$ cat src/rtl/button_deb_multi.sv
// button_deb_multi: N-channel push-button debouncer sharing one 1 ms timebase.
// Each channel synchronises its pin (optionally inverted for active-low buttons),
// accepts a new level only after it has persisted for debounce_per_ms ms ticks,
// and derives press/release pulses, a toggle and a one-shot long-press pulse.
// Outputs are plain registered levels/pulses; there is no handshake.
module button_deb_multi #(
    parameter int            N               = 4,
    parameter int            clk_freq        = 95000,
    parameter int            debounce_per_ms = 20,
    parameter int            long_press_ms   = 1000,
    parameter logic [N-1:0]  invert_mask     = '0
) (
    input  logic         clk,
    input  logic         rst,
    input  logic [N-1:0] button_in,
    output logic [N-1:0] button_level,
    output logic [N-1:0] button_press,
    output logic [N-1:0] button_rel,
    output logic [N-1:0] button_toggle,
    output logic [N-1:0] long_press,
    output logic         ms_tick
);

    // Prescaler width; a 1-cycle tick still needs a 1-bit counter.
    localparam int PW = (clk_freq > 1) ? $clog2(clk_freq) : 1;
    localparam logic [PW-1:0] PRESC_LAST = PW'(clk_freq - 1);

    // Debounce counter only ever reaches debounce_per_ms-1 before clearing.
    localparam int DW = $clog2(debounce_per_ms + 1);
    localparam logic [DW-1:0] DC_LAST = DW'(debounce_per_ms - 1);

    logic [PW-1:0] presc;
    logic [N-1:0]  sync1;
    logic [N-1:0]  sync2;

    // Shared timebase: counts 0..clk_freq-1 and wraps.
    always_ff @(posedge clk or posedge rst) begin
        if (rst) begin
            presc <= '0;
        end else if (presc == PRESC_LAST) begin
            presc <= '0;
        end else begin
            presc <= presc + 1'b1;
        end
    end

    // The tick is the last count of the prescaler, so it is 0 while in reset.
    assign ms_tick = (presc == PRESC_LAST);

    // Two-flop synchroniser; polarity fixed before the first flop so that
    // everything downstream sees 1 = pressed.
    always_ff @(posedge clk or posedge rst) begin
        if (rst) begin
            sync1 <= '0;
            sync2 <= '0;
        end else begin
            sync1 <= button_in ^ invert_mask;
            sync2 <= sync1;
        end
    end

    for (genvar i = 0; i < N; i++) begin : g_ch
        logic [DW-1:0] dc;
        logic          level_r;
        logic          press_r;
        logic          rel_r;
        logic          toggle_r;
        logic          mismatch;
        logic          accept;

        // Synchronised input disagrees with the accepted level.
        assign mismatch = (sync2[i] != level_r);
        // Last qualifying tick: the new level is taken this cycle.
        assign accept   = mismatch && ms_tick && (dc == DC_LAST);

        // Stability counter: any return to the accepted level restarts it.
        always_ff @(posedge clk or posedge rst) begin
            if (rst) begin
                dc <= '0;
            end else if (!mismatch) begin
                dc <= '0;
            end else if (ms_tick) begin
                if (dc == DC_LAST) begin
                    dc <= '0;
                end else begin
                    dc <= dc + 1'b1;
                end
            end
        end

        // Accepted level plus its edge pulses and toggle, all updated together.
        always_ff @(posedge clk or posedge rst) begin
            if (rst) begin
                level_r  <= 1'b0;
                press_r  <= 1'b0;
                rel_r    <= 1'b0;
                toggle_r <= 1'b0;
            end else begin
                press_r <= accept && sync2[i];
                rel_r   <= accept && !sync2[i];
                if (accept) begin
                    level_r <= sync2[i];
                end
                if (accept && sync2[i]) begin
                    toggle_r <= ~toggle_r;
                end
            end
        end

        assign button_level[i]  = level_r;
        assign button_press[i]  = press_r;
        assign button_rel[i]    = rel_r;
        assign button_toggle[i] = toggle_r;

        if (long_press_ms > 0) begin : g_lp
            localparam int HW = $clog2(long_press_ms + 1);
            localparam logic [HW-1:0] HC_MAX = HW'(long_press_ms);

            logic [HW-1:0] hc;
            logic          lp_r;

            // Hold timer saturates at HC_MAX so a held button fires only once.
            always_ff @(posedge clk or posedge rst) begin
                if (rst) begin
                    hc   <= '0;
                    lp_r <= 1'b0;
                end else begin
                    lp_r <= 1'b0;
                    if (!level_r) begin
                        hc <= '0;
                    end else if (ms_tick && (hc < HC_MAX)) begin
                        hc   <= hc + 1'b1;
                        lp_r <= (hc == HC_MAX - 1'b1);
                    end
                end
            end

            assign long_press[i] = lp_r;
        end else begin : g_no_lp
            assign long_press[i] = 1'b0;
        end
    end

endmodule
$ cat config.mk
export PLATFORM = sky130hd
export DESIGN_NAME = button_deb_multi
export DESIGN_NICKNAME = d
export VERILOG_FILES = /design/src/rtl/button_deb_multi.sv
export SDC_FILE = /design/constraint.sdc
export NUM_CORES = 1
export LEC_CHECK = 0
export CORE_ASPECT_RATIO = 2
export CORE_MARGIN = 4
export CORE_UTILIZATION = 45
export DETAILED_ROUTE_END_ITERATION = 8
export GPL_ROUTABILITY_DRIVEN = 0
export PLACE_DENSITY_LB_ADDON = 0.05
export SYNTH_ARGS = -nofsm -noshare
export SYNTH_HDL_FRONTEND = slang
export SYNTH_SLANG_ARGS = --single-unit
$ cat constraint.sdc
create_clock -name clk -period 4.7 [get_ports clk]
set_input_delay 0.94 -clock clk [delete_from_list [all_inputs] [get_ports clk]]
set_output_delay 0.94 -clock clk [all_outputs]
set_load 0.05 [all_outputs]
==> flow_summary.yaml <==
route:
  dr_wl_met3_um: 156
  vias: 4107
  drc: 0
  wirelength_um: 11600
  drt_iter0_drc: 183
  met1_length_um: 4750
  highest_layer: "met4"
  wl_met2_um: 6450
  viasPerCell: 5.92
  antenna_left: 0
  dr.pass1.iters: 5
  wire_per_inst_um: 16.7
floorplan:
  core-area_um2: 11700
  ios: 27
  die_y_um: 162
  die_area_um2: 13800
  rows: 56
  initial_utilization_pct: 45.7
  chipWidth_um: 85.1
final_layout:
  fin_area_um2: 5860
  layout.nets: 559
  area_delta_synth_final_pct: 9.60
  diodes: 0
  finalNonFillerCells: 694
  drive_gt1_share_pct: 5.28
synth:
  synthArstFlopShare_pct: 100
  synth_fp_nets: 559
  synth-edff-count: 0
  synthCells: 544
  synthesis.area_um2: 5350
  ys_types: 51
  ys_ff_latch: 105
  synthFlopType: "dfrtp_1"
  ys_seq_area_share_pct: 49.1
  avgSynthCellArea_um2: 9.83
  yosysWarnings: 0
power:
  ir_worst_vdd_mv: 0.185
  p_per_area_nw_per_um2: 281
  intPower_mw: 1.27
  p_leak_nw: 2.29
  switchingPower_mw: 0.372
  pwr-share-seq_pct: 55.2
  p_comb_share_pct: 1.8
  pwr-share-clk_pct: 43.0
  switching_share_pct: 22.6
setup_path:
  crit_end: "ms_tick"
  critPathSlowestCell: "clkdlybuf4s50_1"
  r2r_cells: 6
  cp_cell_sequence: "or4b_1, nand4bb_4, inv_1, clkdlybuf4s50_1"
  critPathRequiredTime_ns: 3.76
  crit_start: "presc[10]"
  end_kind: "output port"
  start_kind: "flip-flop"
  crit_fanout: 6
  r2r-end: "g_ch[0].dc[4]"
  timing.rr.start: "presc[0]"
  critical-path-max-stage-delay_ns: 0.81
  rrSetupSlack_ns: 2.12
  cp.arrival_ns: 2.46
  crit_type: "reg -> out"
sta:
  slew_violations: 0
  tightest_slew_ns: 0.736
  fmax_mhz: 294
  hold_viol: 0
  timing.final.crit_period_ns: 3.40
  fin_skew_ns: 0.00820
  period_share_pct: 72.4
  rsz0062_at_grt: "false"
  setup-tns-final_ns: 0
  relSlewSlack_pct: 50.5
  setup_violations: 0
place:
  dp_hpwl_um: 7950
  portBuffers: 26
  place_inst: 678
  placed_cell_area_um2: 5590
grt:
  grt_pass1_vias: 4261
  grt_pass1_wl_um: 20100
  antenna_found_initial: 0
  grt.total_usage_pct: 18.0
  overflow: 0
  grt_max_degree: 56
clocking:
  cts_buffers: 9
  post_cts_buffers: 0
  clkSlewWorstSetupHoldPaths_ns: 0.07
  cts_resized: 0
  cts_buffer_depth: 2
  h-tree-depth: 3
  cts.sinks: 105
  cts_tree: "done"
  clkLatencyLatePin_ns: 0.35
  cts-root-buf: "clkbuf_16"
  postCtsHoldBufs: 0
min_path:
  hold_path.class: "reg -> reg"
  min_from: "sync1[3]"
flow_run:
  maxCapViolCount: 0
outcome:
  outcome: "completed"
## metal layers
metal  global-route usage (%)  vias up
met2                     33.3       35
met3                     2.89       16
met5                        0        -
met1                     19.9     2084
met4                     7.49        0
li1                         -     1972
## per-stage QoR
stage / hold WS, ns / power (mW) / utilization [%] / setup WS (ns)
after global placement: 0.335 / 0.957 / 47.8 / 1.67
after detailed placement: 0.336 / 0.958 / 47.8 / 1.65
after global routing: 0.364 / 1.71 / 50.1 / 1.20
after CTS: 0.352 / 1.67 / 50.1 / 1.26
final: 0.351 / 1.65 / 50.1 / 1.30
after floorplan: 0.331 / 0.943 / - / 0.999
## worst max-delay path, delay by kind of cell (launching register included)
family / cells / cell delay [ns]
flip-flops: 1 / 0.44
buffers and inverters: 2 / 0.92
AND/OR/NAND/NOR: 2 / 0.76
## area by class of cell
| type | count | area, µm² |
|---|---|---|
| flip-flops and latches | 105 | 2630 |
| multi-input cells | 373 | 2380 |
| fillers | 1092 | 5840 |
| repair buffers | 33 | 313 |
| clock buffers | 10 | 229 |
| clock inverters | 6 | 42.5 |
| well taps | 145 | 181 |
| inverters | 22 | 85.1 |
## power by group through the flow
stage / logic [mW] / clock network [mW] / registers [mW]
6_report: 0.0290 / 0.709 / 0.909
5_1_grt: 0.0340 / 0.763 / 0.909
4_1_cts: 0.0311 / 0.733 / 0.909
3_5_place_dp: 0.0310 / 0 / 0.927
3_3_place_gp: 0.0306 / 0 / 0.927
2_1_floorplan: 0.0171 / 0 / 0.926
## worst min path at each step
stage / end / slack [ns] / cells after the start
finish: sync2[3] / 0.35 / 0
global route: sync2[3] / 0.36 / 0
CTS: sync2[3] / 0.35 / 0
detailed placement: sync2[3] / 0.34 / 0
global placement: sync2[3] / 0.33 / 0
floorplan: sync2[0] / 0.33 / 0
## sequential cells by signal, summed over array words and instances (netlist names)
register,cells
g_ch.g_lp.hc,40
g_ch.dc,20
presc,17
g_ch.g_lp.lp_r,4
g_ch.level_r,4
g_ch.press_r,4
g_ch.rel_r,4
g_ch.toggle_r,4
sync1,4
sync2,4
## cells in the final DEF (no fill, tap or decap), types with 4 or more instances in the layout
cell type,instances
o41ai_1,4
dfrtp_1,105
nor3b_1,6
nand2b_1,19
nand3_1,33
nor2_1,24
a21oi_1,36
clkdlybuf4s50_1,26
nand2_1,47
xor2_1,6
clkbuf_16,9
nand4_1,20
inv_1,20
buf_4,7
o31ai_1,16
and4_1,7
or3_1,14
o21ai_0,19
or4_1,14
nor4_1,10
nor3_1,16
nand4b_1,4
mux2i_1,11
xnor2_1,14
mux2_2,4
ha_1,9
## cell usage after synthesis, types with 4 or more instances
library cell | number | area share, %
buf_4 | 21 | 2.9
nor3_1 | 16 | 1.5
a21oi_1 | 36 | 3.4
mux2_2 | 4 | 0.84
clkbuf_1 | 19 | 1.3
inv_1 | 21 | 1.5
nor2_1 | 24 | 1.7
or4_1 | 14 | 2.0
o41ai_1 | 4 | 0.66
dfrtp_1 | 105 | 49
or3_1 | 14 | 1.6
o31ai_1 | 16 | 2.2
nand4b_1 | 4 | 0.66
nand2b_1 | 19 | 2.2
xnor2_1 | 14 | 2.3
nor4_1 | 10 | 1.2
nand4_1 | 20 | 2.3
o21ai_0 | 19 | 1.8
xor2_1 | 6 | 0.98
and4_1 | 7 | 1.1
nand3_1 | 33 | 3.1
ha_1 | 9 | 2.1
nor3b_1 | 6 | 0.84
nand2_1 | 47 | 3.3
mux2i_1 | 11 | 2.1
## cells by family after synthesis
kind of cell	after synthesis	share of synthesized area (%)
flip-flops	105	49.1
AND/OR/NAND/NOR	231	24.6
buffers and inverters	66	6.32
AO/OA/AOI/OAI	97	11.4
multiplexers	16	3.11
XOR/XNOR	20	3.28
adder cells (fa/ha/maj)	9	2.11
Power figures use the tool's default switching activity.
